`config.mk`:
```
export PLATFORM = sky130hd
export DESIGN_NAME = matmul_seq_ctrl
export DESIGN_NICKNAME = d
export VERILOG_FILES = /design/src/rtl/matmul_pkg.sv /design/src/rtl/matmul_skew_feeder.sv /design/src/rtl/matmul_seq_ctrl.sv
export SDC_FILE = /design/constraint.sdc
export NUM_CORES = 1
export LEC_CHECK = 0
export CAP_MARGIN = 25
export CELL_PAD_IN_SITES_DETAIL_PLACEMENT = 1
export CELL_PAD_IN_SITES_GLOBAL_PLACEMENT = 2
export CORE_ASPECT_RATIO = 1.25
export CORE_MARGIN = 2
export CORE_UTILIZATION = 29
export CTS_CLUSTER_DIAMETER = 120
export DETAILED_ROUTE_END_ITERATION = 6
export PLACE_DENSITY = 0.88
export REMOVE_ABC_BUFFERS = 1
export SLEW_MARGIN = 20
export SYNTH_ARGS = -nofsm -noshare
export SYNTH_HDL_FRONTEND = slang
export SYNTH_SLANG_ARGS = --single-unit
```
`constraint.sdc`:
```
create_clock -name clk_i -period 7.8 [get_ports clk_i]
set_input_delay 2.34 -clock clk_i [delete_from_list [all_inputs] [get_ports clk_i]]
set_output_delay 2.34 -clock clk_i [all_outputs]
set_load 0.1 [all_outputs]
```
`src/rtl/matmul_pkg.sv`:
```
// Shared definitions for the matrix-multiply sequencer: bus map, register
// bit positions and the run-sequencing state encoding.
package matmul_pkg;

  localparam logic [7:0] ADDR_CTRL   = 8'h00;
  localparam logic [7:0] ADDR_STATUS = 8'h04;
  localparam logic [7:0] ADDR_CYCLES = 8'h08;
  localparam logic [7:0] ADDR_A_BASE = 8'h10;
  localparam logic [7:0] ADDR_B_BASE = 8'h20;
  localparam logic [7:0] ADDR_C_BASE = 8'h40;

  localparam int CTRL_START    = 0;
  localparam int CTRL_IRQ_EN   = 1;
  localparam int CTRL_DONE_CLR = 2;
  localparam int STAT_BUSY     = 0;
  localparam int STAT_DONE     = 1;

  localparam int STEP_W  = 8;
  localparam int DRAIN_W = 8;

  typedef enum logic [2:0] {
    ST_IDLE,
    ST_CLEAR,
    ST_FEED,
    ST_DRAIN,
    ST_DONE
  } state_t;

  function automatic int word_of(input logic [7:0] addr);
    return int'(addr[7:2]);
  endfunction

endpackage

```
`src/rtl/matmul_skew_feeder.sv`:
```
// Combinational operand skew: lane l carries element (step - l) of its
// row/column while that index is inside the matrix, zero otherwise.
module matmul_skew_feeder
  import matmul_pkg::*;
#(
  parameter int N      = 4,
  parameter int DATA_W = 8
) (
  input  logic                       active,
  input  logic [STEP_W-1:0]          step,
  input  logic [N*N*DATA_W-1:0]      a_ops,
  input  logic [N*N*DATA_W-1:0]      b_ops,
  output logic [N*DATA_W-1:0]        lane_a,
  output logic [N*DATA_W-1:0]        lane_b
);

  always_comb begin
    lane_a = '0;
    lane_b = '0;
    if (active) begin
      for (int l = 0; l < N; l++) begin
        for (int k = 0; k < N; k++) begin
          if (int'(step) == l + k) begin
            lane_a[l*DATA_W +: DATA_W] = a_ops[(l*N+k)*DATA_W +: DATA_W];
            lane_b[l*DATA_W +: DATA_W] = b_ops[(l*N+k)*DATA_W +: DATA_W];
          end
        end
      end
    end
  end

endmodule

```
`src/rtl/matmul_seq_ctrl.sv`:
```
// Bus-mapped sequencer for an output-stationary NxN systolic multiply array:
// operand registers, run FSM, cycle counter and level interrupt.
//
// state | meaning
// IDLE  | waiting for START, operands writable
// CLEAR | one cycle of accumulator clear
// FEED  | 3N-2 cycles of skewed operands, step t counts up
// DRAIN | SA_LAT cycles of zero operands to flush the array pipeline
// DONE  | one cycle: latch CYCLES, set DONE
module matmul_seq_ctrl
  import matmul_pkg::*;
#(
  parameter int N      = 4,
  parameter int DATA_W = 8,
  parameter int ACC_W  = 32,
  parameter int SA_LAT = 1
) (
  input  logic                   clk_i,
  input  logic                   rst_i,
  input  logic                   bus_sel_i,
  input  logic                   bus_we_i,
  input  logic [7:0]             bus_addr_i,
  input  logic [31:0]            bus_wdata_i,
  output logic [31:0]            bus_rdata_o,
  output logic                   bus_ready_o,
  output logic                   sa_clr_o,
  output logic                   sa_en_o,
  output logic [N*DATA_W-1:0]    sa_a_o,
  output logic [N*DATA_W-1:0]    sa_b_o,
  input  logic [N*N*ACC_W-1:0]   sa_c_i,
  output logic                   irq_o
);

  localparam int OPW = N * DATA_W;
  localparam logic [STEP_W-1:0]  FEED_LAST  = STEP_W'(3*N-3);
  localparam logic [DRAIN_W-1:0] DRAIN_INIT = DRAIN_W'((SA_LAT > 0) ? SA_LAT - 1 : 0);

  state_t               state_q, state_nx;
  logic [STEP_W-1:0]    step_q;
  logic [DRAIN_W-1:0]   drain_q;
  logic [31:0]          run_cnt_q, cycles_q, rdata_q, rd_mux;
  logic                 done_q, irq_en_q, irq_q, ready_q;
  logic [OPW-1:0]       a_row_q [N];
  logic [OPW-1:0]       b_col_q [N];
  logic [N*OPW-1:0]     a_flat, b_flat;
  logic                 accept, aligned, wr, rd, busy, ctrl_wr, start_go;
  int                   widx;

  assign accept   = bus_sel_i & ~ready_q;
  assign aligned  = (bus_addr_i[1:0] == 2'b00);
  assign widx     = int'(bus_addr_i[7:2]);
  assign wr       = accept & bus_we_i & aligned;
  assign rd       = accept & ~bus_we_i;
  assign busy     = (state_q != ST_IDLE);
  assign ctrl_wr  = wr && (widx == word_of(ADDR_CTRL));
  assign start_go = ctrl_wr && bus_wdata_i[CTRL_START] && !busy;

  always_comb begin
    a_flat = '0;
    b_flat = '0;
    for (int r = 0; r < N; r++) begin
      a_flat[r*OPW +: OPW] = a_row_q[r];
      b_flat[r*OPW +: OPW] = b_col_q[r];
    end
  end

  matmul_skew_feeder #(
    .N      (N),
    .DATA_W (DATA_W)
  ) u_feeder (
    .active (state_q == ST_FEED),
    .step   (step_q),
    .a_ops  (a_flat),
    .b_ops  (b_flat),
    .lane_a (sa_a_o),
    .lane_b (sa_b_o)
  );

  always_comb begin
    state_nx = state_q;
    sa_clr_o = 1'b0;
    sa_en_o  = 1'b0;
    case (state_q)
      ST_IDLE:  if (start_go) state_nx = ST_CLEAR;
      ST_CLEAR: begin
        sa_clr_o = 1'b1;
        state_nx = ST_FEED;
      end
      ST_FEED: begin
        sa_en_o = 1'b1;
        if (step_q == FEED_LAST) state_nx = (SA_LAT > 0) ? ST_DRAIN : ST_DONE;
      end
      ST_DRAIN: begin
        sa_en_o = 1'b1;
        if (drain_q == '0) state_nx = ST_DONE;
      end
      ST_DONE:  state_nx = ST_IDLE;
      default:  state_nx = ST_IDLE;
    endcase
  end

  always_comb begin
    rd_mux = '0;
    if (aligned) begin
      if (widx == word_of(ADDR_CTRL)) rd_mux[CTRL_IRQ_EN] = irq_en_q;
      if (widx == word_of(ADDR_STATUS)) begin
        rd_mux[STAT_BUSY] = busy;
        rd_mux[STAT_DONE] = done_q;
      end
      if (widx == word_of(ADDR_CYCLES)) rd_mux = cycles_q;
      for (int r = 0; r < N; r++) begin
        if (widx == word_of(ADDR_A_BASE) + r) rd_mux = 32'(a_row_q[r]);
        if (widx == word_of(ADDR_B_BASE) + r) rd_mux = 32'(b_col_q[r]);
      end
      // Results come straight from the array, live even mid-run.
      for (int e = 0; e < N*N; e++) begin
        if (widx == word_of(ADDR_C_BASE) + e) rd_mux = 32'(sa_c_i[e*ACC_W +: ACC_W]);
      end
    end
  end

  always_ff @(posedge clk_i) begin
    if (rst_i) begin
      state_q   <= ST_IDLE;
      step_q    <= '0;
      drain_q   <= '0;
      run_cnt_q <= '0;
      cycles_q  <= '0;
      rdata_q   <= '0;
      done_q    <= 1'b0;
      irq_en_q  <= 1'b0;
      irq_q     <= 1'b0;
      ready_q   <= 1'b0;
      for (int r = 0; r < N; r++) begin
        a_row_q[r] <= '0;
        b_col_q[r] <= '0;
      end
    end else begin
      state_q <= state_nx;
      ready_q <= accept;
      if (rd)          rdata_q <= rd_mux;
      else if (accept) rdata_q <= '0;

      if (state_q == ST_FEED) step_q <= step_q + 1'b1;
      else                    step_q <= '0;

      if (state_q == ST_FEED)                          drain_q <= DRAIN_INIT;
      else if (state_q == ST_DRAIN && drain_q != '0)   drain_q <= drain_q - 1'b1;

      if (start_go)  run_cnt_q <= '0;
      else if (busy) run_cnt_q <= run_cnt_q + 32'd1;

      if (start_go)                   cycles_q <= '0;
      else if (state_q == ST_DONE)    cycles_q <= run_cnt_q + 32'd1;

      // Completion wins over a coincident DONE_CLR so a finished run is never lost.
      if (state_q == ST_DONE)                              done_q <= 1'b1;
      else if (start_go || (ctrl_wr && bus_wdata_i[CTRL_DONE_CLR])) done_q <= 1'b0;

      if (ctrl_wr) irq_en_q <= bus_wdata_i[CTRL_IRQ_EN];
      irq_q <= done_q & irq_en_q;

      for (int r = 0; r < N; r++) begin
        if (wr && !busy && widx == word_of(ADDR_A_BASE) + r) a_row_q[r] <= bus_wdata_i[OPW-1:0];
        if (wr && !busy && widx == word_of(ADDR_B_BASE) + r) b_col_q[r] <= bus_wdata_i[OPW-1:0];
      end
    end
  end

  assign bus_rdata_o = rdata_q;
  assign bus_ready_o = ready_q;
  assign irq_o       = irq_q;

endmodule

```
Yosys cells after proc, flatten, opt, wreduce, memory -nomap -nowiden --
Memories as Yosys holds them, arrays and structs flattened. Index checks and enable logic that the tools add are counted.
Word-level totals: output and inout bits 100, memory bits (writable) 256, memories kept 2, register bits 119, word-level logic and storage cells 207
Cells by class: reduce and logical (&&, ||, !) cells 30, equal/unequal tests 40, bitwise logic cells 16, mux-type cells 106, add/subtract/negate cells 3
Memories:
- a_row_q | depth 4, width 32, rd ports 4, clocked after memory_dff 0, wr ports 4, RTL line matmul_seq_ctrl.sv:43 | logic [OPW-1:0] a_row_q [N];
- b_col_q | depth 4, width 32, rd ports 4, clocked after memory_dff 0, wr ports 4, RTL line matmul_seq_ctrl.sv:44 | logic [OPW-1:0] b_col_q [N];
Operators with widths (count):
- $mux W32 | 38
- $mux W8 | 32
- $eq A6 B6 Y1 const B | 16
- $add A32 B1 Y32 const B | 1
- $eq A8 B4 Y1 const B | 4
- $logic_not A32 Y1 | 1
- $mux W1 | 31
- $eq A6 B4 Y1 const B | 4
- $eq A6 B5 Y1 const B | 4
- $eq A8 B3 Y1 const B | 2
- $logic_not A8 Y1 | 2
- $logic_and A1 B1 Y1 | 14
- $pmux W3 S4 | 1
- $mux W3 | 3
- $add A8 B1 Y8 const B | 1
- $eq A8 B2 Y1 const B | 1
- $or A1 B1 Y1 | 8
- $reduce_bool A8 Y1 | 1
- $reduce_or A2 Y1 | 4
- $sub A8 B1 Y8 const B | 1
- $eq A3 B2 Y1 const B | 2
- $eq A6 B2 Y1 const B | 1
- $eq A6 B3 Y1 const B | 1
- $ne A2 B2 Y1 const B | 3
- 12 further kinds | 19

Depth between registers and ports, before layout --
word-level depth 30, mapped depth 11, mapped depth without buffers 7

Modules after synthesis --
Synthesis repeated with hierarchy kept, for this count alone.
Second synthesis, totals: cell total of the unflattened synthesis 2522, area total of the unflattened synthesis 23652.7 um2
Modules (own cells, without submodules):
- matmul_seq_ctrl | area an instance 21289.2 um2, cells each 2168, seq. area each 10069.7 um2, times used 1
- matmul_skew_feeder | area an instance 2363.5 um2, cells each 354, seq. area each 0.0 um2, times used 1

Least setup slack after synthesis --
No wires, ideal clock.
path kind flip-flop to output port, start reg step_q[4], end out sa_a_o[22], setup slack 1.348 ns, buffers on the path 1, arrival 4.112 ns, stages on the path, launching flop included 8, data required time 5.460 ns, path through dfxtp_1 -> or4_4 -> nor3_2 -> nand2_1 -> a21oi_2 -> buf_2 -> a222oi_1 -> a211oi_1
Between the ends: longest elaborated chain between the ends 6, elaborated cells between the ends (all ways) 9, those cells by class 4 x eq/ne; 5 x mux
Ends and longest elaborated chain:
- start, declared | RTL line matmul_seq_ctrl.sv:39 | logic [STEP_W-1:0] step_q;
- start signal, assigned | RTL line matmul_seq_ctrl.sv:144 | if (state_q == ST_FEED) step_q <= step_q + 1'b1;
- $eq A8 B3 Y1 | RTL line matmul_skew_feeder.sv:23 | if (int'(step) == l + k) begin
- $mux W8 (3 in series) | RTL line matmul_skew_feeder.sv:23
- $mux W8 * | RTL line matmul_skew_feeder.sv:23
- $mux W32 * | RTL line matmul_skew_feeder.sv:20 | if (active) begin
- end, declared | RTL line matmul_seq_ctrl.sv:28 | output logic [N*DATA_W-1:0] sa_a_o,
Every way passes the cells marked *; elsewhere a longest branch is shown, timed or not.

Final worst setup path --
start reg step_q[4], end out sa_b_o[7]
Between the ends: longest elaborated chain between the ends 6, elaborated cells between the ends (all ways) 9, those cells by class 3 x eq/ne; 5 x mux; 1 x reduce/logical
Ends and longest elaborated chain:
- $logic_not A8 Y1 | RTL line matmul_skew_feeder.sv:23
- $mux W8 (3 in series) | RTL line matmul_skew_feeder.sv:23
- $mux W8 * | RTL line matmul_skew_feeder.sv:23
- $mux W32 * | RTL line matmul_skew_feeder.sv:20
- end, declared | RTL line matmul_seq_ctrl.sv:29 | output logic [N*DATA_W-1:0] sa_b_o,
Marks and branches as above.

==> reports/metrics.cfg <==
[outcome]
status=finished with violations
violations=design-rule violations

[timing]
tightestPinTransition_ps=1160
tns_ps=0
setup_viol=0
clock-skew-final_ps=19.54
slew_headroom=0.2250
drv_slew=0
finalCritPeriodShare=0.8790
finalHoldViolCount=0
max_freq_ghz=0.1459
rsz0062_at_grt=no
layout_setup_ws_ps=943.9
fin_crit_ps=6856

[die]
fp.dieArea_um2=82880
design.core.area_um2=79970
start_util=0.2922
die_w_um=257.9
ioPinCount=656
rows=116
die_y_um=321.4

[global_routing]
grt_pass1_wl_um=216500
grt.total_usage=0.3710
grt_pass1_vias=26470
grt_max_degree=66
grt_antenna_before_repair=58
grt_overflow=0

[placed_design]
numPortBuffers=655
hpwlAfterDp_um=126000
pre_cts_slack_ps=1592
gp_congestion=1.034

[layout]
nFillCells=9060
nets=3709
area_delta_synth_final_pct=40.54
drive_above_1_share=0.09560
mostFrequentLayoutCells=clkdlybuf4s50_1 (601), and2_1 (263), edfxtp_1 (256)
utilization=0.4107
final_common_cell=clkdlybuf4s50_1

[flow_run]
cap_viol_max_count=0

[cts]
cts_tree=built
ctsResizeCount=0
h-tree-depth=2
clk_pin_slew_ps=70
cts-root-buf=clkbuf_16
cts.path.max_buffers=3
clkLatencyLatePin_ps=610
cts_buffers=42
cts_setup_buffers=0
cts_hold_buf=0
cts.sinks=375

[detailed_routing]
viasPerCell=6.309
wirelength_um=160500
vias=27040
ant_nets=0
drt_iter0_drc=4073
dr.pass1.iters=7
wl_per_cell_um=37.45
drc=15

[logic_synthesis]
synth-edff-count=256
synth.avg_cell_area_um2=9.093
ys_warn_count=0
synth_ff_type=edfxtp_1
ys_types=88
ys_ff_latch=375
seq_area_frac_synth=0.4309
netlist_area_um2=23370
synth_cells=2570
async_reset_ff_frac=0

[power_and_ir_drop]
ir_drop_v=0.0001483
pwr_density_cell_nw_per_um2=171.5
pwr-share-clk=0.400
switchingPower_mw=1.710
leakagePower_nw=11.49
total_power_mw=5.633
intPower_mw=3.923
swShare=0.3035
combinationalPowerShare=0.202
p_seq_frac=0.397

[worst_setup_path]
slowest_stage=clkdlybuf4s50_1
start_kind=flop
cp.arrival_ps=4520
critPathCaptureType=primary output
path_cells=or4_4 > nor3_2 > and3b_1 > a221o_1 > o211ai_1 > a21oi_1 > clkdlybuf4s50_1
worst_path_largest_cell_delay_ps=1200
worstSetupPathType=flop to primary output
critPathRequiredTime_ps=5460
crit_path_max_fanout=16

[min_path]
hp-class=flop to flop

-- area by class of cell --
class,count,area [µm²],share of cell area
multi-input combinational,1952,12480,0.3800
sequential,375,10070,0.3066
timing repair buffer,766,7308,0.2225
tap,1062,1329,0.04046
clock buffer,49,1087,0.03311
clock inverter,29,425.4,0.01295
antenna,44,110.1,0.003353
inverter,9,33.78,0.001029
-- critical path: cells and delay by family, from the launching register on --
kind / cells / cell delay, ps
and+or+nand+nor: 3 / 1700
AOI/OAI and AO/OA: 3 / 650
buffers and inverters: 1 / 1200
DFF: 1 / 350
-- state kept, by name, indices dropped and copies added (netlist names), 3 cells and up --
register	flops
a_row_q	128
step_q	8
state_q	3
run_cnt_q	32
bus_rdata_o	32
b_col_q	128
drain_q	8
cycles_q	32
-- through the flow --
stage          instances  instance area [µm²]  hold slack, ps
2_1_floorplan       2336                22400           444.6
3_3_place_gp        4161                31160           458.2
3_5_place_dp        4162                31190           472.4
4_1_cts             4240                32700           484.1
5_1_grt             4280                32830           523.6
6_report            4286                32840           485.5
-- path summary, 6_finish.rpt --
check | from | depth (start not counted) | slack [ps] | to
hold / removal | bus_rdata_o[5] | 2 | 490 | bus_rdata_o[5]
hold reg to reg | bus_rdata_o[5] | 2 | 490 | bus_rdata_o[5]
setup / recovery | step_q[4] | 7 | 940 | sa_b_o[7]
setup reg to reg | state_q[0] | 6 | 4640 | b_col_q[3][27]
-- routing by layer --
metal  share of wire  routed length, µm  global-route usage
met5          0.0011                184                   0
met2            0.46              74340              0.6108
met3            0.11              17480              0.1029
met4           0.088              14110              0.2719
met1            0.34              54410              0.4100
-- Yosys cell counts, drive strengths merged, types with 59 or more instances --
cell	number	area, µm²
nor2	224	870.8
dfxtp	119	2382
edfxtp	256	7687
clkbuf	157	589.3
a22oi	128	960.9
a211oi	59	442.9
nand2	205	769.5
buf	77	380.4
o21ai	156	780.8
a21oi	162	818.3
and2	267	1670
nand3	78	390.4
-- power by group through the flow --
stage | combinational [mW] | sequential (mW) | clock (mW)
detailed placement | 1.11 | 2.28 | 0
global route | 1.16 | 2.24 | 2.33
floorplan | 0.396 | 2.26 | 0
finish | 1.14 | 2.24 | 2.25
CTS | 1.11 | 2.24 | 2.25
global placement | 1.10 | 2.28 | 0
-- logic make-up after synthesis --
group                    count (synthesis)  synth area share
AO/OA/AOI/OAI                          856            0.2594
buffers and inverters                  243           0.04294
multiplexers                            48           0.02104
AND/OR/NAND/NOR                        973            0.2165
XOR/XNOR                                68           0.02549
adder cells (fa/ha/maj)                  7          0.003748
flip-flops                             375            0.4309
Power figures use the tool's default switching activity.
==> edit 1, RTL diff (config.mk and constraints unchanged) <==
`DATA_W` is set to 8 in 2 places; all go to 7.
--- a/src/rtl/matmul_skew_feeder.sv
+++ b/src/rtl/matmul_skew_feeder.sv
@@ -5,5 +5,5 @@
 #(
   parameter int N      = 4,
-  parameter int DATA_W = 8
+  parameter int DATA_W = 7
 ) (
   input  logic                       active,
--- a/src/rtl/matmul_seq_ctrl.sv
+++ b/src/rtl/matmul_seq_ctrl.sv
@@ -12,5 +12,5 @@
 #(
   parameter int N      = 4,
-  parameter int DATA_W = 8,
+  parameter int DATA_W = 7,
   parameter int ACC_W  = 32,
   parameter int SA_LAT = 1
Ports: changed (resized sa_a_o and sa_b_o); port bits go from 656 to 648. No check against the original RTL was run, so the function may have changed too.
==> edit 1 against the original RTL <==
First-iteration DRC count shrank 30%. Routed wire length down 6.1%. Area after synthesis down 8.6%. Critical path depth is 2 higher. Highest routed layer unchanged. Power down 17%. Cell area shrank 7.5%. Die area shrank 8.5%. Setup slack better by 0.29 ns. Sequential cell count fell by 32.
==> edit 1: results (changes against the original RTL) <==
stage	metric	value	unit	change
status	status	completed		
setup_path	rr_endpoint	b_col_q[2][25]		
placed_design	port_buffers	643		-1.8%
placed_design	dp_hpwl	115000	um	-8.6%
setup_path	crit_slowest_cell	a211oi_1		
pwr	leakage	10.5	nW	-8.3%
clock_network	clock_latency	0.59	ns	-0.02 ns
yosys	synthTopCellsByCount	and2_1 (224), edfxtp_1 (224), nor2_1 (219), nand2_1 (179), a21oi_1 (150)		
grt	grt_max_degree	64		-3.0%
yosys	synth_compound_area_share	26.4	%	+0.50 points
drt	drt_iter0_markers	2835		-30%
drt	firstDrtPassIters	6		-1
placed_design	pre_cts_slack	1.57	ns	-0.0230 ns
sta	tightest_slew	1.13	ns	-0.0300 ns
drt	num_vias	24800		-8.4%
worst_hold_path	hold_start	bus_rdata_o[25]		
setup_path	r2r_start	bus_ready_o		
setup_path	cp_data_arrival_time	4.23	ns	-0.29 ns
sta	timing.fmax	0.152	GHz	+4.4%
yosys	synth_edf_count	224		-13%
drt	routedWlPerCell	38.0	um	+1.4%
final_layout	reg.largest.list	a_row_q (112), b_col_q (112)		
grt	antenna_found_initial	35		-40%
grt	grt_pass1_wl	202000	um	-6.5%
yosys	synthAdderAreaFrac	0.410	%	+0.035 points
pwr	ir_drop	0.000134	V	-9.4%
final_layout	drive_above_1_share	10.2	%	+0.64 points
worst_hold_path	hold_end	bus_rdata_o[25]		
placed_design	placed_cell_area	29000	um^2	-7.0%
grt	grtUsageTotal	38.3	%	+1.2 points
final_layout	nets	3512		-5.3%
yosys	ys_top_cells_by_area	edfxtp_1 (31%), dfxtp_1 (11%), and2_1 (6.6%)		
yosys	synth.distinct_cells	85		-3.4%
yosys	synth_mux_area_share	1.07	%	-1.0 points
setup_path	ff2ff_setup_slack	4.15	ns	-0.49 ns
grt	grt_pass1_vias	24900		-6.0%
==> edit 1: cell count changes after synthesis, sizes merged, moves of 16 or more <==
cell,before,now
a22oi,128,149
and2,267,226
clkbuf,157,112
edfxtp,256,224
mux2i,39,16
nand2,205,180
nand4,17,35
nor2,224,240
o21ai,156,118
==> edit 1: worst max-delay path: cells and delay by family, from the launching register on <==
| family | cells | cell delay, ns |
|---|---|---|
| compound gates | 3 | 1.28 |
| buf+inv | 3 | 1.05 |
| flops | 1 | 0.34 |
| simple gates | 3 | 0.95 |
==> edit 1: cell type report <==
class                           count  area, um^2
Fill cell                        8309       42800
Multi-Input combinational cell   1793       11400
Sequential cell                   343        9110
Timing Repair Buffer              755        7240
Tap cell                          960        1200
Clock buffer                       53        1120
Clock inverter                     20         159
Antenna cell                       28        70.1
Inverter                           16        60.1
==> edit 1: cell families (layout without fill, tap and decap cells) <==
logic type | Yosys count | after routing
flip-flops | 343 | 343
XOR/XNOR | 75 | 75
AND/OR/NAND/NOR | 897 | 897
AO/OA/AOI/OAI | 793 | 793
multiplexers | 21 | 21
adder cells (fa/ha/maj) | 7 | 7
other | 0 | 28
buffers and inverters | 219 | 844
==> edit 1: power breakdown <==
part	switching (W)	internal, W	total (W)	leakage [nW]
sequential	0.0000355	0.00197	0.00201	3.27
combinational	0.000438	0.000347	0.000786	6.63
clock	0.000853	0.00105	0.00191	0.637
==> edit 1: how the worst max path moves through the flow <==
| stage | start | end | cells past startpoint |
|---|---|---|---|
| after floorplan | step_q[4] | sa_a_o[14] | 5 |
| after global placement | bus_addr_i[4] | bus_rdata_o[12] | 7 |
| after detailed placement | bus_addr_i[4] | bus_rdata_o[12] | 7 |
| after CTS | step_q[4] | sa_b_o[3] | 7 |
| after global routing | step_q[4] | sa_b_o[21] | 9 |
| final | step_q[4] | sa_a_o[14] | 9 |
==> edit 1: layer usage <==
metal  track usage [%]  vias up  wire length (um)
met5                 0        -               122
met4              25.5       18             11300
met3              9.01      416             14600
met2              62.2     1641             70100
met1              45.1    12500             54700
li1                  -    10200                 -
==> edit 1: per-stage QoR <==
stage,cells,hold slack [ns]
3_3_place_gp,3861,0.439
5_1_grt,3960,0.497
4_1_cts,3938,0.468
2_1_floorplan,2152,0.422
3_5_place_dp,3865,0.451
6_report,3968,0.468
==> edit 2, RTL diff (config.mk and constraints unchanged) <==
Without the edit above. The 5 states of `state_t` get a one-hot encoding in 5 bits.
--- a/src/rtl/matmul_pkg.sv
+++ b/src/rtl/matmul_pkg.sv
@@ -19,10 +19,10 @@
   localparam int DRAIN_W = 8;
 
-  typedef enum logic [2:0] {
-    ST_IDLE,
-    ST_CLEAR,
-    ST_FEED,
-    ST_DRAIN,
-    ST_DONE
+  typedef enum logic [4:0] {
+    ST_IDLE  = 5'b00001,
+    ST_CLEAR = 5'b00010,
+    ST_FEED  = 5'b00100,
+    ST_DRAIN = 5'b01000,
+    ST_DONE  = 5'b10000
   } state_t;
 
Function: no difference found for any inputs over 4 cycles, from zero or initial values and one cycle with rst_i high; so few cycles prove little.
==> edit 2 against the original RTL <==
The flow still finishes with violations (DRC). Area after synthesis shrank 0.26%. Routed wire length is 5.3% lower. Sequential cell count is 2 higher. Power shrank 10%. Cell area is 0.58% lower. Die area shrank 0.26%. Setup slack worse by 0.33 ns. Combinational power fell by 36%. Critical path type unchanged.
==> edit 2: results (changes against the original RTL) <==
stage	metric	value	unit	change
grt	grt_pass1_wl	207000	um	-4.2%
drt	drt_iter0_markers	3293		-19%
final_layout	nets	3721		+0.32%
setup_path	cpLargestDelayFamily	compound AO/OA/AOI/OAI gates		
yosys	synthAdderAreaFrac	0.376	%	+0.00099 points
yosys	yosysSeqAreaShare	43.4	%	+0.29 points
drt	drcViolationCount	14		-1
placed_design	placed_cell_area	31100	um^2	-0.19%
floorplan	core	79800	um^2	-0.18%
placed_design	finalWeightedCongestion	0.999		-3.4%
yosys	synthTopCellsByCount	nor2_1 (264), edfxtp_1 (256), and2_1 (252), nand2_1 (197), o21ai_0 (186)		
sta	tightest_slew	1.15	ns	-0.0136 ns
setup_path	slowest_delay	1.02	ns	-0.18 ns
grt	grt_max_degree	62		-6.1%
drt	num_vias	26300		-2.7%
pwr	power_switching	0.00134	W	-22%
final_layout	clockBufferCount	56		+14%
final_layout	multi_input_area	12400	um^2	-0.92%
final_layout	signal_buffers	763		-0.39%
setup_path	endpoint	sa_b_o[19]		
final_layout	nNonClkInverters	14		+5
setup_path	crit_slowest_cell	a21oi_2		
setup_path	ff2ff_setup_slack	4.25	ns	-0.39 ns
setup_path	crit_fanout	17		+1
sta	fin_skew	0.0314	ns	+0.0119 ns
final_layout	n_antenna_cell	34		-23%
setup_path	cp_data_arrival_time	4.84	ns	+0.32 ns
yosys	synth_compound_area_share	26.1	%	+0.15 points
final_layout	regArea	10100	um^2	+0.40%
yosys	synth_mux_area_share	1.60	%	-0.50 points
yosys	synthXorXnorAreaFrac	2.59	%	+0.044 points
status	violations	DRC		
yosys	synth-seq-cells	377		+0.53%
pwr	ir_drop	0.000154	V	+3.9%
grt	grtUsageTotal	35.2	%	-1.9 points
drt	wirelength	152000	um	-5.3%
final_layout	area_share_clock_buf_inv	4.28	%	-0.32 points
placed_design	dp_hpwl	120000	um	-4.6%
clock_network	cts_buffers	43		+2.4%
yosys	synth_warnings	0		unchanged
setup_path	rr_endpoint	bus_rdata_o[1]		
final_layout	multi_input_cells	1959		+0.36%
final_layout	nonClkBufAreaFrac	22.4	%	+0.15 points
status	status	complete, but fails checks		
final_layout	drive_above_1_share	10.6	%	+1.0 points
pwr	leakage	11.2	nW	-2.1%
pwr	powerDensity	155	nW/um^2	-9.9%
setup_path	r2r_start	bus_ready_o		
yosys	ys_top_cells_by_area	edfxtp_1 (33%), dfxtp_1 (10%), and2_1 (6.8%)		
final_layout	fillerInstances	9161		+1.1%
grt	antenna_found_initial	40		-31%
[edit 2: cell types whose count changed in the layout (fill, tap and decap cells not counted), moves of 13 or more]
cell	before	now
o21ai_0	88	186
o21ai_1	60	4
nor2_1	194	246
and3_1	41	12
nand3_1	78	51
a21oi_1	160	135
a221o_1	44	20
a221oi_1	53	71
nor3_1	44	59
o22ai_1	26	41
and2_1	263	250
mux2i_1	39	26
[edit 2: routing by layer]
| layer | vias up | wire (um) | global-route usage (%) |
|---|---|---|---|
| met5 | - | 105 | 0 |
| met4 | 16 | 11300 | 22.2 |
| li1 | 11000 | - | - |
| met3 | 448 | 14500 | 7.55 |
| met1 | 13000 | 53500 | 40.0 |
| met2 | 1820 | 72700 | 59.9 |
[edit 2: power groups by stage]
stage          registers (W)  clock network, W  logic (W)
6_report             0.00222           0.00209   0.000732
5_1_grt              0.00223           0.00216   0.000749
4_1_cts              0.00222           0.00210   0.000716
3_5_place_dp         0.00226                 0   0.000712
3_3_place_gp         0.00226                 0   0.000708
2_1_floorplan        0.00225                 0   0.000162
[edit 2: how the worst min path moves through the flow]
stage / startpoint / to / slack, ns / cells past startpoint
after global placement: bus_rdata_o[5] / bus_rdata_o[5] / 0.45 / 1
final: cycles_q[1] / cycles_q[1] / 0.49 / 2
after CTS: cycles_q[1] / cycles_q[1] / 0.48 / 2
after global routing: irq_en_q / irq_o / 0.50 / 2
after floorplan: irq_en_q / irq_o / 0.42 / 2
after detailed placement: bus_rdata_o[5] / bus_rdata_o[5] / 0.47 / 1
[edit 2: per-stage QoR]
step	instances	setup WS (ns)	util, %
after CTS	4252	0.758	40.7
final	4287	0.619	40.9
after floorplan	2350	0.229	-
after global placement	4168	1.44	38.8
after global routing	4282	0.616	40.9
after detailed placement	4174	1.39	39.0
